==> config.mk <==
export PLATFORM = sky130hd
export DESIGN_NAME = spi_reg_slave
export DESIGN_NICKNAME = d
export VERILOG_FILES = /design/src/rtl/spi_reg_slave.sv
export SDC_FILE = /design/constraint.sdc
export NUM_CORES = 1
export LEC_CHECK = 0
export CAP_MARGIN = 5
export CORE_MARGIN = 5
export CORE_UTILIZATION = 45
export DETAILED_ROUTE_END_ITERATION = 16
export PLACE_DENSITY_LB_ADDON = 0.3
export SLEW_MARGIN = 10
export SYNTH_ARGS = -nofsm -noshare
export SYNTH_HDL_FRONTEND = slang
export SYNTH_SLANG_ARGS = --single-unit
==> constraint.sdc <==
create_clock -name i_Clk -period 6.7 [get_ports i_Clk]
set_clock_uncertainty 0.15 [all_clocks]
set_input_delay 1.005 -clock i_Clk [delete_from_list [all_inputs] [get_ports i_Clk]]
set_output_delay 1.005 -clock i_Clk [all_outputs]
set_load 0.02 [all_outputs]
==> src/rtl/spi_reg_slave.sv <==
// spi_reg_slave: SPI slave with a command byte + one data frame register protocol.
// All SPI pins are oversampled in the i_Clk domain; nothing is clocked by SCLK.
// Optional build macro SPI_REG_AUTO_INC_EN: back-to-back data frames at address+1
// while CS_n stays low (default build ignores extra frames).
module spi_reg_slave #(
    parameter int unsigned SPI_MODE   = 0,
    parameter int unsigned DATA_WIDTH = 8,
    parameter int unsigned ADDR_WIDTH = 4,
    parameter int unsigned NUM_REGS   = 16
) (
    input  logic                           i_Clk,
    input  logic                           i_Rst,
    input  logic                           i_SPI_Clk,
    input  logic                           i_SPI_CS_n,
    input  logic                           i_SPI_MOSI,
    output logic                           o_SPI_MISO,
    input  logic [DATA_WIDTH-1:0]          i_Status,
    output logic [NUM_REGS*DATA_WIDTH-1:0] o_Regs,
    output logic                           o_Wr_Stb,
    output logic [ADDR_WIDTH-1:0]          o_Wr_Addr,
    output logic                           o_Frame_Err
);

    localparam bit          CPOL      = ((SPI_MODE >> 1) & 1) != 0;
    localparam bit          CPHA      = (SPI_MODE & 1) != 0;
    localparam int unsigned CNT_W     = 6;
    localparam logic [CNT_W-1:0] CMD_LAST  = CNT_W'(7);
    localparam logic [CNT_W-1:0] DATA_LAST = CNT_W'(DATA_WIDTH - 1);

    typedef enum logic [1:0] {
        ST_IDLE,
        ST_CMD,
        ST_DATA,
        ST_DONE
    } state_t;

    state_t state;
    state_t state_next;

    logic sclk_meta, sclk_sync, sclk_prev;
    logic cs_meta, cs_sync, cs_prev;
    logic mosi_meta, mosi_sync;

    logic [CNT_W-1:0]      bit_cnt;
    logic [6:0]            cmd_shift;
    logic [DATA_WIDTH-2:0] rx_shift;
    logic [DATA_WIDTH-1:0] tx_shift;
    logic                  rd_q;
    logic                  status_q;
    logic [ADDR_WIDTH-1:0] addr_q;
    logic                  frame_done_q;
    logic [DATA_WIDTH-1:0] regs [1:NUM_REGS-1];

    logic                  sclk_rise_c, sclk_fall_c;
    logic                  sample_c, shift_c;
    logic                  cs_fall_c, cs_rise_c;
    logic                  cmd_done_c, frame_last_c, abort_c, commit_c;
    logic [7:0]            cmd_byte_c;
    logic [DATA_WIDTH-1:0] wr_data_c;
    logic                  ld_status_c;
    logic [ADDR_WIDTH-1:0] ld_addr_c;
    logic [DATA_WIDTH-1:0] ld_val_c;

    // Two-flop synchronisers on every pin plus history flops for edge detection
    always_ff @(posedge i_Clk or posedge i_Rst) begin
        if (i_Rst) begin
            sclk_meta <= CPOL;
            sclk_sync <= CPOL;
            sclk_prev <= CPOL;
            cs_meta   <= 1'b1;
            cs_sync   <= 1'b1;
            cs_prev   <= 1'b1;
            mosi_meta <= 1'b0;
            mosi_sync <= 1'b0;
        end else begin
            sclk_meta <= i_SPI_Clk;
            sclk_sync <= sclk_meta;
            sclk_prev <= sclk_sync;
            cs_meta   <= i_SPI_CS_n;
            cs_sync   <= cs_meta;
            cs_prev   <= cs_sync;
            mosi_meta <= i_SPI_MOSI;
            mosi_sync <= mosi_meta;
        end
    end

    // Map synced SCLK transitions onto sample/shift edges for the selected mode
    always_comb begin
        sclk_rise_c = sclk_sync & ~sclk_prev;
        sclk_fall_c = ~sclk_sync & sclk_prev;
        if (CPOL == CPHA) begin
            sample_c = sclk_rise_c;
            shift_c  = sclk_fall_c;
        end else begin
            sample_c = sclk_fall_c;
            shift_c  = sclk_rise_c;
        end
        cs_fall_c = ~cs_sync & cs_prev;
        cs_rise_c = cs_sync & ~cs_prev;
    end

    // FSM state register
    always_ff @(posedge i_Clk or posedge i_Rst) begin
        if (i_Rst) begin
            state <= ST_IDLE;
        end else begin
            state <= state_next;
        end
    end

    // Next state and frame-level events
    always_comb begin
        state_next   = state;
        cmd_done_c   = 1'b0;
        frame_last_c = 1'b0;
        abort_c      = 1'b0;
        case (state)
            ST_IDLE: begin
                if (cs_fall_c) begin
                    state_next = ST_CMD;
                end
            end
            ST_CMD: begin
                if (cs_rise_c) begin
                    abort_c    = 1'b1;
                    state_next = ST_IDLE;
                end else if (sample_c && bit_cnt == CMD_LAST) begin
                    cmd_done_c = 1'b1;
                    state_next = ST_DATA;
                end
            end
            ST_DATA: begin
                if (cs_rise_c) begin
                    // A rise right after a completed burst frame is a clean end
                    abort_c    = !(frame_done_q && bit_cnt == '0);
                    state_next = ST_IDLE;
                end else if (sample_c && bit_cnt == DATA_LAST) begin
                    frame_last_c = 1'b1;
`ifdef SPI_REG_AUTO_INC_EN
                    state_next   = ST_DATA;
`else
                    state_next   = ST_DONE;
`endif
                end
            end
            ST_DONE: begin
                if (cs_rise_c) begin
                    state_next = ST_IDLE;
                end
            end
            default: state_next = ST_IDLE;
        endcase
    end

    // Command decode, write data assembly and read-value selection
    always_comb begin
        cmd_byte_c = {cmd_shift, mosi_sync};
        wr_data_c  = {rx_shift, mosi_sync};
        commit_c   = frame_last_c && !rd_q && (addr_q != '0) &&
                     (32'(addr_q) < NUM_REGS);
        if (state == ST_CMD) begin
            ld_status_c = (cmd_byte_c == 8'hFF);
            ld_addr_c   = cmd_byte_c[ADDR_WIDTH-1:0];
        end else begin
            ld_status_c = status_q;
            ld_addr_c   = addr_q + ADDR_WIDTH'(1);
        end
        ld_val_c = '0;
        if (ld_status_c || ld_addr_c == '0) begin
            ld_val_c = i_Status;
        end else begin
            for (int unsigned i = 1; i < NUM_REGS; i++) begin
                if (ld_addr_c == ADDR_WIDTH'(i)) begin
                    ld_val_c = regs[i];
                end
            end
        end
    end

    // Shift registers, counters, MISO and pulse outputs
    always_ff @(posedge i_Clk or posedge i_Rst) begin
        if (i_Rst) begin
            bit_cnt      <= '0;
            cmd_shift    <= '0;
            rx_shift     <= '0;
            tx_shift     <= '0;
            rd_q         <= 1'b0;
            status_q     <= 1'b0;
            addr_q       <= '0;
            frame_done_q <= 1'b0;
            o_SPI_MISO   <= 1'b0;
            o_Wr_Stb     <= 1'b0;
            o_Wr_Addr    <= '0;
            o_Frame_Err  <= 1'b0;
        end else begin
            o_Wr_Stb    <= 1'b0;
            o_Frame_Err <= abort_c;
            case (state)
                ST_IDLE: begin
                    bit_cnt      <= '0;
                    frame_done_q <= 1'b0;
                    o_SPI_MISO   <= 1'b0;
                end
                ST_CMD: begin
                    if (cs_rise_c) begin
                        o_SPI_MISO <= 1'b0;
                    end else if (sample_c) begin
                        cmd_shift <= cmd_byte_c[6:0];
                        if (cmd_done_c) begin
                            bit_cnt      <= '0;
                            rd_q         <= cmd_byte_c[7];
                            status_q     <= ld_status_c;
                            addr_q       <= ld_addr_c;
                            frame_done_q <= 1'b0;
                            if (cmd_byte_c[7] && !CPHA) begin
                                o_SPI_MISO <= ld_val_c[DATA_WIDTH-1];
                                tx_shift   <= {ld_val_c[DATA_WIDTH-2:0], 1'b0};
                            end else if (cmd_byte_c[7]) begin
                                tx_shift   <= ld_val_c;
                            end else begin
                                tx_shift   <= '0;
                            end
                        end else begin
                            bit_cnt <= bit_cnt + CNT_W'(1);
                        end
                    end
                end
                ST_DATA: begin
                    if (cs_rise_c) begin
                        o_SPI_MISO <= 1'b0;
                    end else if (sample_c) begin
                        rx_shift <= wr_data_c[DATA_WIDTH-2:0];
                        if (frame_last_c) begin
                            bit_cnt <= '0;
                            if (commit_c) begin
                                o_Wr_Stb  <= 1'b1;
                                o_Wr_Addr <= addr_q;
                            end
`ifdef SPI_REG_AUTO_INC_EN
                            addr_q       <= ld_addr_c;
                            frame_done_q <= 1'b1;
                            if (rd_q && !CPHA) begin
                                o_SPI_MISO <= ld_val_c[DATA_WIDTH-1];
                                tx_shift   <= {ld_val_c[DATA_WIDTH-2:0], 1'b0};
                            end else if (rd_q) begin
                                o_SPI_MISO <= 1'b0;
                                tx_shift   <= ld_val_c;
                            end else begin
                                o_SPI_MISO <= 1'b0;
                            end
`else
                            o_SPI_MISO <= 1'b0;
`endif
                        end else begin
                            bit_cnt <= bit_cnt + CNT_W'(1);
                        end
                    end else if (shift_c && rd_q && (CPHA || bit_cnt != '0)) begin
                        // CPHA=0 already presented the MSB at load; skip the trailing edge that follows it
                        o_SPI_MISO <= tx_shift[DATA_WIDTH-1];
                        tx_shift   <= {tx_shift[DATA_WIDTH-2:0], 1'b0};
                    end
                end
                ST_DONE: begin
                    o_SPI_MISO <= 1'b0;
                end
                default: begin
                    o_SPI_MISO <= 1'b0;
                end
            endcase
        end
    end

    // Writable register bank; address 0 is status and never stored
    always_ff @(posedge i_Clk or posedge i_Rst) begin
        if (i_Rst) begin
            for (int unsigned i = 1; i < NUM_REGS; i++) begin
                regs[i] <= '0;
            end
        end else if (commit_c) begin
            for (int unsigned i = 1; i < NUM_REGS; i++) begin
                if (addr_q == ADDR_WIDTH'(i)) begin
                    regs[i] <= wr_data_c;
                end
            end
        end
    end

    // Flatten the bank; slice 0 mirrors the live status word
    always_comb begin
        o_Regs = '0;
        o_Regs[DATA_WIDTH-1:0] = i_Status;
        for (int unsigned i = 1; i < NUM_REGS; i++) begin
            o_Regs[i*DATA_WIDTH +: DATA_WIDTH] = regs[i];
        end
    end

endmodule

==> results.json <==
{
  "dpl-instance-area_um2": 9990,
  "die_height_um": 147,
  "postSynthNetCount": 740,
  "yosys.area_share.xor_xnor": 0.00209,
  "final_design_area_no_fill_um2": 10600,
  "worstPathMaxFanout": 28,
  "ctsRootBufferMaster": "sky130_fd_sc_hd__clkbuf_16",
  "wl_per_cell_um": 24.3,
  "die_x_um": 147,
  "worst-setup-path-type": "reg -> reg",
  "worst_hold_slack_ns": 0.196,
  "gr-usage-all-layers": 0.244,
  "drt_iter0_markers": 671,
  "ys_warn_count": 0,
  "synth.mux.area_fraction": 0.198,
  "power.density_cell_area_nw_per_um2": 276,
  "required_ns": 6.87,
  "synth-adder-area-share": 0.0149,
  "period_share": 0.567,
  "critPathArrivalTime_ns": 3.97,
  "clock_path_buffers": 2,
  "post_cts_resize_count": 0,
  "cts-htree-levels": 4,
  "post_synth_instance_area_um2": 8400,
  "rsz0062_at_grt": "false",
  "synth_compound_area_frac": 0.127,
  "fmax_mhz": 263,
  "grt.overflow.total": 0,
  "ant_nets": 0,
  "starting_utilization_of_the_core_area": 0.454,
  "clk-insertion-delay-late_ns": 0.43,
  "worst_min_path_class": "reg -> reg",
  "placer_s_final_routability_congestion_estimate": 0.879,
  "wirelength_mm": 26.4,
  "finish.utilization": 0.574,
  "run_status": "completed",
  "synth_seq_area_share": 0.507,
  "final.setup.tns_ns": 0,
  "most_frequent_cells_in_the_layout": "sky130_fd_sc_hd__dfrtp_1 (167), sky130_fd_sc_hd__clkdlybuf4s50_1 (147), sky130_fd_sc_hd__mux2_2 (144), sky130_fd_sc_hd__nand2_1 (36), sky130_fd_sc_hd__nor2_1 (33)",
  "yosysUniqueCellTypes": 69,
  "grt_max_degree": 66,
  "vias_in_the_first_global_route": 6663,
  "power.ir.vdd_worst_v": 0.000206,
  "drv.max_cap_violation_count": 0,
  "layout-area-overhead-vs-synth_pct": 26.6,
  "clock_sinks": 170,
  "placeableCoreArea_um2": 18500,
  "final-hold-violation-count": 0,
  "synth_simple_gate_area_share": 0.116,
  "relSlewSlack": 0.312,
  "final_critical_path_setup_slack_ns": 2.90,
  "cts.repair_timing.setup_buffer_count": 0,
  "design.final.nets": 864,
  "path_clk_slew_ns": 0.07,
  "worst_setup_path_start_kind": "flip-flop",
  "synth_area_leaders": "sky130_fd_sc_hd__dfrtp_1 (50%), sky130_fd_sc_hd__mux2_2 (19%), sky130_fd_sc_hd__o21ai_0 (1.9%)",
  "route.vias.total": 6683,
  "power.static_leakage_uw": 0.00467,
  "synth_top_family_by_area": "multiplexers",
  "worst-slew-pin-transition_ns": 1.02,
  "insertedDiodeCount": 0,
  "drcViolationCount": 0,
  "netlist_instances": 717,
  "dpl.hpwl_mm": 18.2,
  "drive_above_1_share": 0.255,
  "synth_flop_cell": "sky130_fd_sc_hd__dfrtp_1",
  "row_count": 50,
  "ys_seq_elements": 170,
  "num_io_pins": 148,
  "synth_enable_flop_cells": 0,
  "yosys.area.top_type_share": 0.498,
  "numPortBuffers": 147,
  "layout_commonest_cell": "sky130_fd_sc_hd__dfrtp_1",
  "tritoncts_clock_tree": "built",
  "drtPass1Iterations": 7,
  "cts-hold-fix-buffers": 0,
  "avgSynthCellArea_um2": 11.7,
  "grt_antenna_before_repair": 0,
  "post_drt_via_cell_ratio": 6.14,
  "pre_cts_slack_ns": 3.08,
  "final_period_minus_worst_setup_slack_ns": 3.80,
  "setup_viol_count_final": 0,
  "setup.worst_path.end_class": "flip-flop",
  "grt_first_pass_wirelength_mm": 40.7,
  "floorplan.die_area_um2": 21500,
  "final-max-slew-violation-count": 0,
  "synth.largest_area_cell": "sky130_fd_sc_hd__dfrtp_1",
  "async_reset_ff_frac": 1.00,
  "cts_inserted_buffers": 17
}
[cell families after synthesis]
kind of cell / after synthesis
fa+ha+maj: 10
simple gates: 171
mux: 148
buf+inv: 66
flops: 170
xor+xnor: 2
compound gates: 150
[critical path, stage by stage (launching register included)]
cell	delay, ns
sky130_fd_sc_hd__dfrtp_1	0.41
sky130_fd_sc_hd__inv_1	0.09
sky130_fd_sc_hd__ha_1	0.76
sky130_fd_sc_hd__and3b_1	0.27
sky130_fd_sc_hd__or2_2	0.53
sky130_fd_sc_hd__a222oi_1	0.49
sky130_fd_sc_hd__nor2b_1	0.09
sky130_fd_sc_hd__a2111oi_0	0.35
sky130_fd_sc_hd__o21ai_0	0.28
sky130_fd_sc_hd__a21o_1	0.24
[cell usage after synthesis (6+ instances only)]
master / count
sky130_fd_sc_hd__dfrtp_1: 167
sky130_fd_sc_hd__mux2_2: 144
sky130_fd_sc_hd__nand2_1: 36
sky130_fd_sc_hd__nor2_1: 33
sky130_fd_sc_hd__o21ai_0: 32
sky130_fd_sc_hd__clkbuf_1: 26
sky130_fd_sc_hd__a21oi_1: 22
sky130_fd_sc_hd__inv_1: 17
sky130_fd_sc_hd__nand2b_1: 14
sky130_fd_sc_hd__nand3_1: 12
sky130_fd_sc_hd__nor2_2: 12
sky130_fd_sc_hd__buf_4: 11
sky130_fd_sc_hd__nor2b_1: 11
sky130_fd_sc_hd__a222oi_1: 10
sky130_fd_sc_hd__a22oi_1: 10
sky130_fd_sc_hd__ha_1: 10
sky130_fd_sc_hd__o22ai_1: 10
sky130_fd_sc_hd__buf_2: 7
sky130_fd_sc_hd__nor3_1: 7
sky130_fd_sc_hd__a221oi_1: 6
sky130_fd_sc_hd__nand4_1: 6
sky130_fd_sc_hd__o221ai_1: 6
sky130_fd_sc_hd__or2_2: 6
[area by class of cell]
cell class | instances | area (µm²)
flip-flops and latches | 170 | 4260
fillers | 1547 | 7890
well taps | 234 | 293
clock buffers | 18 | 429
inverters | 17 | 68.8
clock inverters | 14 | 216
repair buffers | 154 | 1520
multi-input cells | 481 | 3840
[routing by layer]
| metal | global-route usage | up-vias | wire length, µm |
|---|---|---|---|
| li1 | - | 2892 | - |
| met1 | 0.355 | 3423 | 11600 |
| met2 | 0.367 | 338 | 12300 |
| met3 | 0.0649 | 30 | 2230 |
| met4 | 0.0560 | 0 | 343 |
| met5 | 0 | - | 0 |
[power by group]
group	internal (µW)	switching, µW	leakage, µW
Combinational	233	411	0.00202
Clock	666	428	0.000321
Sequential	1080	114	0.00233
[flip-flops by register name (all words and copies together) (netlist names), 2 cells and up]
| register | cells |
|---|---|
| o_Regs | 120 |
| bit_cnt | 6 |
| tx_shift | 7 |
| o_Wr_Addr | 4 |
| rx_shift | 7 |
| state | 2 |
| cmd_shift | 7 |
| addr_q | 4 |
[through the flow]
stage / std cells / total power, µW
global placement: 1056 / 1830
global route: 1088 / 3060
finish: 1088 / 2940
floorplan: 717 / 1630
detailed placement: 1056 / 1840
CTS: 1088 / 2930
[final timing paths]
check / startpoint / to / slack (ns) / cells after the start
max: state[1] / tx_shift[4] / 2.90 / 9
min reg2reg: mosi_meta / mosi_sync / 0.20 / 0
max reg2reg: state[1] / tx_shift[4] / 2.90 / 9
max in group asynchronous: i_Rst / o_Regs[109] / 4.40 / 3
min in group asynchronous: i_Rst / o_Regs[44] / 0.80 / 2
min: mosi_meta / mosi_sync / 0.20 / 0
No activity file was read; power rests on OpenSTA's default activity.
